## config.mk

```make
export PLATFORM = sky130hd
export DESIGN_NAME = dcsk_tx_ctrl
export DESIGN_NICKNAME = d
export VERILOG_FILES = /design/src/rtl/dcsk_tx_ctrl.sv
export SDC_FILE = /design/constraint.sdc
export NUM_CORES = 1
export LEC_CHECK = 0
export CAP_MARGIN = 5
export CORE_MARGIN = 1.5
export CORE_UTILIZATION = 55
export DETAILED_ROUTE_END_ITERATION = 10
export PLACE_DENSITY = 0.8
export REMOVE_ABC_BUFFERS = 1
export SKIP_LAST_GASP = 1
export SLEW_MARGIN = 20
export SYNTH_ARGS = -nofsm -noshare
export SYNTH_HDL_FRONTEND = slang
export SYNTH_SLANG_ARGS = --single-unit
```

## constraint.sdc

```tcl
create_clock -name i_clk -period 2.6 [get_ports i_clk]
set_input_delay 0.52 -clock i_clk [delete_from_list [all_inputs] [get_ports i_clk]]
set_output_delay 0.52 -clock i_clk [all_outputs]
set_load 0.01 [all_outputs]
```

## src/rtl/dcsk_tx_ctrl.sv

```systemverilog
// DCSK transmitter control: frame handshake, preamble/data/guard sequencing,
// chip and bit counters, and modulator strobes for the reference/information halves.
module dcsk_tx_ctrl #(
    parameter int unsigned CHIPS         = 16,
    parameter int unsigned LEN_W         = 10,
    parameter int unsigned PREAMBLE_BITS = 0,
    parameter int unsigned GUARD_CHIPS   = 0
) (
    input  logic                           i_clk,
    input  logic                           i_rst_n,
    input  logic                           i_frame_valid,
    input  logic [LEN_W-1:0]               i_frame_len,
    input  logic                           i_abort,
    output logic                           o_frame_ready,
    output logic                           o_load_msg,
    output logic                           o_shift_msg_bit,
    output logic                           o_shift_chaos_bit,
    output logic                           o_ref_half,
    output logic                           o_force_one,
    output logic                           o_is_sending,
    output logic                           o_frame_done,
    output logic [$clog2(2*CHIPS)-1:0]     o_chip_ctr,
    output logic [LEN_W-1:0]               o_bit_ctr
);

    localparam int unsigned CHIP_W     = $clog2(2*CHIPS);
    localparam int unsigned PRE_W      = 8;
    localparam int unsigned GUARD_W    = 16;
    localparam int unsigned SYM_LAST   = 2*CHIPS - 1;
    localparam bit          HAS_PRE    = (PREAMBLE_BITS > 0);
    localparam bit          HAS_GUARD  = (GUARD_CHIPS > 0);
    localparam int unsigned PRE_LAST   = HAS_PRE   ? PREAMBLE_BITS - 1 : 0;
    localparam int unsigned GUARD_LAST = HAS_GUARD ? GUARD_CHIPS - 1   : 0;

    typedef enum logic [1:0] {
        S_IDLE     = 2'd0,
        S_PREAMBLE = 2'd1,
        S_SEND     = 2'd2,
        S_GUARD    = 2'd3
    } state_t;

    state_t               state_q, state_d;
    logic [CHIP_W-1:0]    chip_q;
    logic [LEN_W-1:0]     bit_q;
    logic [LEN_W-1:0]     len_q;
    logic [PRE_W-1:0]     pre_q;
    logic [GUARD_W-1:0]   guard_q;

    logic   sym_end;
    logic   on_air;
    state_t abort_dest;
    state_t start_dest;

    assign sym_end    = (chip_q == CHIP_W'(SYM_LAST));
    assign on_air     = (state_q == S_PREAMBLE) || (state_q == S_SEND);
    assign abort_dest = HAS_GUARD ? S_GUARD : S_IDLE;
    assign start_dest = HAS_PRE ? S_PREAMBLE : S_SEND;

    assign o_ref_half        = on_air && (chip_q < CHIP_W'(CHIPS));
    assign o_shift_chaos_bit = o_ref_half;
    assign o_chip_ctr        = chip_q;
    assign o_bit_ctr         = bit_q;

    // State, counters and captured frame length
    always_ff @(posedge i_clk) begin
        if (!i_rst_n) begin
            state_q <= S_IDLE;
            chip_q  <= '0;
            bit_q   <= '0;
            len_q   <= '0;
            pre_q   <= '0;
            guard_q <= '0;
        end else begin
            state_q <= state_d;
            if (o_load_msg || (state_d != state_q)) begin
                chip_q  <= '0;
                bit_q   <= '0;
                pre_q   <= '0;
                guard_q <= '0;
            end else begin
                if (state_q != S_IDLE) begin
                    chip_q <= sym_end ? '0 : chip_q + CHIP_W'(1);
                end
                if ((state_q == S_PREAMBLE) && sym_end) begin
                    pre_q <= pre_q + PRE_W'(1);
                end
                if (o_shift_msg_bit) begin
                    bit_q <= bit_q + LEN_W'(1);
                end
                if (state_q == S_GUARD) begin
                    guard_q <= guard_q + GUARD_W'(1);
                end
            end
            if (o_load_msg) begin
                len_q <= i_frame_len;
            end
        end
    end

    // Next state and control strobes
    always_comb begin
        state_d         = state_q;
        o_frame_ready   = 1'b0;
        o_load_msg      = 1'b0;
        o_shift_msg_bit = 1'b0;
        o_force_one     = 1'b0;
        o_is_sending    = 1'b0;
        o_frame_done    = 1'b0;
        case (state_q)
            S_IDLE: begin
                o_frame_ready = 1'b1;
                if (i_frame_valid) begin
                    o_load_msg = 1'b1;
                    state_d    = start_dest;
                end
            end
            S_PREAMBLE: begin
                o_force_one  = 1'b1;
                o_is_sending = 1'b1;
                if (i_abort) begin
                    o_frame_done = 1'b1;
                    state_d      = abort_dest;
                end else if (sym_end && (pre_q == PRE_W'(PRE_LAST))) begin
                    state_d = S_SEND;
                end
            end
            S_SEND: begin
                o_is_sending = 1'b1;
                if (i_abort) begin
                    o_frame_done = 1'b1;
                    state_d      = abort_dest;
                end else if (sym_end) begin
                    if (bit_q != len_q) begin
                        o_shift_msg_bit = 1'b1;
                    end else begin
                        o_frame_done = 1'b1;
                        if (HAS_GUARD) begin
                            state_d = S_GUARD;
                        end else begin
                            // Last chip doubles as an accept slot for gapless frames
                            o_frame_ready = 1'b1;
                            if (i_frame_valid) begin
                                o_load_msg = 1'b1;
                                state_d    = start_dest;
                            end else begin
                                state_d = S_IDLE;
                            end
                        end
                    end
                end
            end
            S_GUARD: begin
                if (guard_q == GUARD_W'(GUARD_LAST)) begin
                    state_d = S_IDLE;
                end
            end
            default: state_d = S_IDLE;
        endcase
    end

endmodule

```

==> insert_results.sql <==
INSERT INTO impl_metrics (metric_group, metric, value, unit) VALUES
('power', 'power-per-cell-area', '460', 'mW/mm^2'),
('finish', 'register_area', '0.00103', 'sq mm'),
('flow_run', 'max_cap_viol_count', '0', ''),
('routing', 'detail_route_antenna_nets', '0', ''),
('timing', 'max_slew_violation_total_from_the_final_report', '0', ''),
('setup_path', 'crit_path_max_fanout', '7', ''),
('cts', 'cts_hold_repair.buffers', '0', ''),
('power', 'static-leakage-power', '1.15', 'nW'),
('die', 'die_boundary_height', '73.9', 'microns'),
('setup_path', 'r2r.worst_path.cells', '9', ''),
('logic_synthesis', 'ys_warn_count', '0', ''),
('timing', 'final.setup_skew', '0.00638', 'ns'),
('cts', 'total_clock_buffers_created_by_cts', '5', ''),
('logic_synthesis', 'number_of_enable_flip_flop_cells_after_synthesis', '0', ''),
('finish', 'final_antenna_diode_count', '0', ''),
('logic_synthesis', 'post_synth_xor_area_fraction', '10.4', '%'),
('logic_synthesis', 'synth_flop_cell', 'dfxtp_1', ''),
('setup_path', 'r2r_setup_slack', '0.23', 'ns'),
('setup_path', 'worst_path_max_delay_cell', 'dfxtp_2', ''),
('timing', 'timing.final.crit_share', '97.3', '%'),
('finish', 'area_delta_synth_final', '21.9', '%'),
('setup_path', 'endpoint', 'o_frame_ready', ''),
('routing', 'dr_pass1_iterations', '4', ''),
('logic_synthesis', 'synth_simple_gate_area_share', '26.2', '%'),
('setup_path', 'worstReg2RegStart', 'o_chip_ctr[1]$_SDFFE_PP0N_', ''),
('power', 'total_power_consumption_of_the_routed_design', '1.55', 'mW'),
('timing', 'rsz0062_at_grt', 'false', ''),
('setup_path', 'critPathLaunchType', 'flip-flop', ''),
('place', 'dp_hpwl', '4.27', 'mm'),
('grt', 'antenna_found_initial', '0', ''),
('setup_path', 'crit_arrival', '2.01', 'ns'),
('finish', 'finalNetCount', '376', ''),
('cts', 'cell_at_the_root_of_the_clock_tree', 'clkbuf_8', ''),
('grt', 'grt_first_pass_wirelength', '10.0', 'mm'),
('cts', 'clk_pin_slew_worst_paths', '0.10', 'ns'),
('timing', 'final.hold.worst_slack', '0.514', 'ns'),
('timing', 'setup_tns', '0', 'ns'),
('logic_synthesis', 'netlist_instances', '304', ''),
('die', 'ioPinCount', '37', ''),
('grt', 'globalRouteTotalUtil', '23.9', '%'),
('setup_path', 'timing.critical_path.to_type', 'output port', ''),
('timing', 'max_freq', '395', 'MHz'),
('timing', 'slew-limit-headroom', '74.5', '%'),
('logic_synthesis', 'synth-compound-area-share', '10.5', '%'),
('setup_path', 'worst_endpoint_required_time', '2.08', 'ns'),
('logic_synthesis', 'largest_family_of_logic_cells_by_synthesized_area', 'simple AND/OR/NAND/NOR gates', ''),
('finish', 'post_route_cells_drive_above_1_share', '14.5', '%'),
('cts', 'tritoncts', 'yes', ''),
('finish', 'footprint_of_the_multi_input_gates', '0.00163', 'sq mm'),
('logic_synthesis', 'muxShareOfSynthArea', '5.43', '%'),
('grt', 'overflow', '0', ''),
('logic_synthesis', 'synth.cell_area', '0.00277', 'sq mm'),
('cts', 'clock_sinks', '51', ''),
('die', 'die_width', '73.9', 'microns'),
('timing', 'setup-violations-final', '0', ''),
('die', 'placeableCoreArea', '0.00479', 'sq mm'),
('logic_synthesis', 'synth-adder-area-share', '4.98', '%'),
('routing', 'routed_wl', '6.06', 'mm'),
('routing', 'vias_per_cell', '5.62', ''),
('logic_synthesis', 'seq_area_frac_synth', '36.9', '%'),
('power', 'ir_worst_vdd', '0.000368', 'V'),
('logic_synthesis', 'synth_area_leaders', 'dfxtp_1 (37%), xnor2_1 (8.2%), nor3_1 (6.0%), mux2i_1 (5.4%), ha_1 (5.0%)', ''),
('logic_synthesis', 'synth_largest_type_area_fraction', '36.9', '%'),
('logic_synthesis', 'synth_area_leader_cell', 'dfxtp_1', ''),
('timing', 'max_slew.worst_pin.slew', '0.379', 'ns'),
('routing', 'route.vias.total', '2354', ''),
('cts', 'clock_tree.htree_level_count', '2', ''),
('timing', 'finalWorstPathRequiredPeriod', '2.53', 'ns'),
('setup_path', 'worstPathCellList', 'ha_2, and3_1, ha_1, and3b_2, buf_4, a21o_1, dlygate4sd2_1', ''),
('outcome', 'status', 'completed', ''),
('die', 'starting_density_of_the_core', '57.8', '%');
critical path, delay by kind of cell, from the launching register on:
family / cells / cell delay [ns]
buffers and inverters: 2 / 0.44
and+or+nand+nor: 2 / 0.40
adders and majority gates: 2 / 0.37
DFF: 1 / 0.33
AOI/OAI and AO/OA: 1 / 0.16
logic make-up after synthesis:
logic type                 after synthesis
and+or+nand+nor                        128
xor gates and xnor gates                32
muxes                                   15
buffers and inverters                   27
DFF                                     51
adders and majority gates               11
AOI/OAI and AO/OA                       40
per-stage QoR:
stage | std cells | area [sq um] | worst slack, ns
after global placement | 409 | 3230 | -0.0815
after floorplan | 288 | 2660 | -0.475
after global routing | 419 | 3370 | 0.00550
after detailed placement | 409 | 3230 | -0.0610
final | 419 | 3370 | 0.0699
after CTS | 419 | 3370 | 0.0103
flip-flops by register name (all words and copies together), names as in the netlist:
signal      count
o_bit_ctr      10
o_chip_ctr      5
len_q          10
state_q         2
pre_q           8
guard_q        16
cell usage in the layout, fill, tap and decap left out, drive strengths merged, types with 7 or more instances in the layout:
cell type       n
clkdlybuf4s50  32
nand4          10
nor4            8
buf            20
inv            11
and3            7
nor3           34
o21ai           9
nand3          10
nor2b          13
nand2          16
mux2i          15
or3             7
xnor2          27
a211oi         10
dfxtp          51
nor2            8
ha             11
power by group:
group          internal [mW]  switching [mW]  leakage (nW)
logic                  0.125           0.150         0.699
registers              0.796          0.0145         0.416
clock network          0.188           0.278        0.0402
total                   1.11           0.442          1.15
layout make-up:
| cell class | count | share of cell area, % |
|---|---|---|
| Multi-Input combinational cell | 226 | 48.2 |
| Sequential cell | 51 | 30.5 |
| Inverter | 11 | 1.23 |
| Timing Repair Buffer | 56 | 14.9 |
| Clock inverter | 3 | 0.594 |
| Clock buffer | 5 | 2.04 |
| Tap cell | 67 | 2.49 |
how the worst min path moves through the flow:
| stage | from | slack, ns | depth (start not counted) | endpoint |
|---|---|---|---|---|
| floorplan | state_q[0]$_SDFF_PN0_ | 0.46 | 2 | state_q[0]$_SDFF_PN0_ |
| global placement | state_q[0]$_SDFF_PN0_ | 0.48 | 2 | state_q[0]$_SDFF_PN0_ |
| detailed placement | state_q[0]$_SDFF_PN0_ | 0.51 | 2 | state_q[0]$_SDFF_PN0_ |
| CTS | state_q[0]$_SDFF_PN0_ | 0.52 | 2 | state_q[0]$_SDFF_PN0_ |
| global route | state_q[0]$_SDFF_PN0_ | 0.54 | 2 | state_q[0]$_SDFF_PN0_ |
| finish | state_q[0]$_SDFF_PN0_ | 0.51 | 2 | state_q[0]$_SDFF_PN0_ |
metal layers:
metal | share of wire (%) | GRT usage [%] | routed length (microns)
met1 | 47 | 31.1 | 2820
met2 | 49 | 38.7 | 2950
met3 | 2.7 | 4.25 | 162
met4 | 2.1 | 10.9 | 127
met5 | 0 | 0 | 0
timing repair:
| item | in CTS | in global routing |
|---|---|---|
| pin swaps | 2 | 1 |
| cloned | 0 | 0 |
| endpoints found under the setup margin | 4 | 3 |
| resized for setup | 14 | 4 |
| setup buffers | 2 | 0 |
Note: power is estimated with default switching activity, not from simulation.
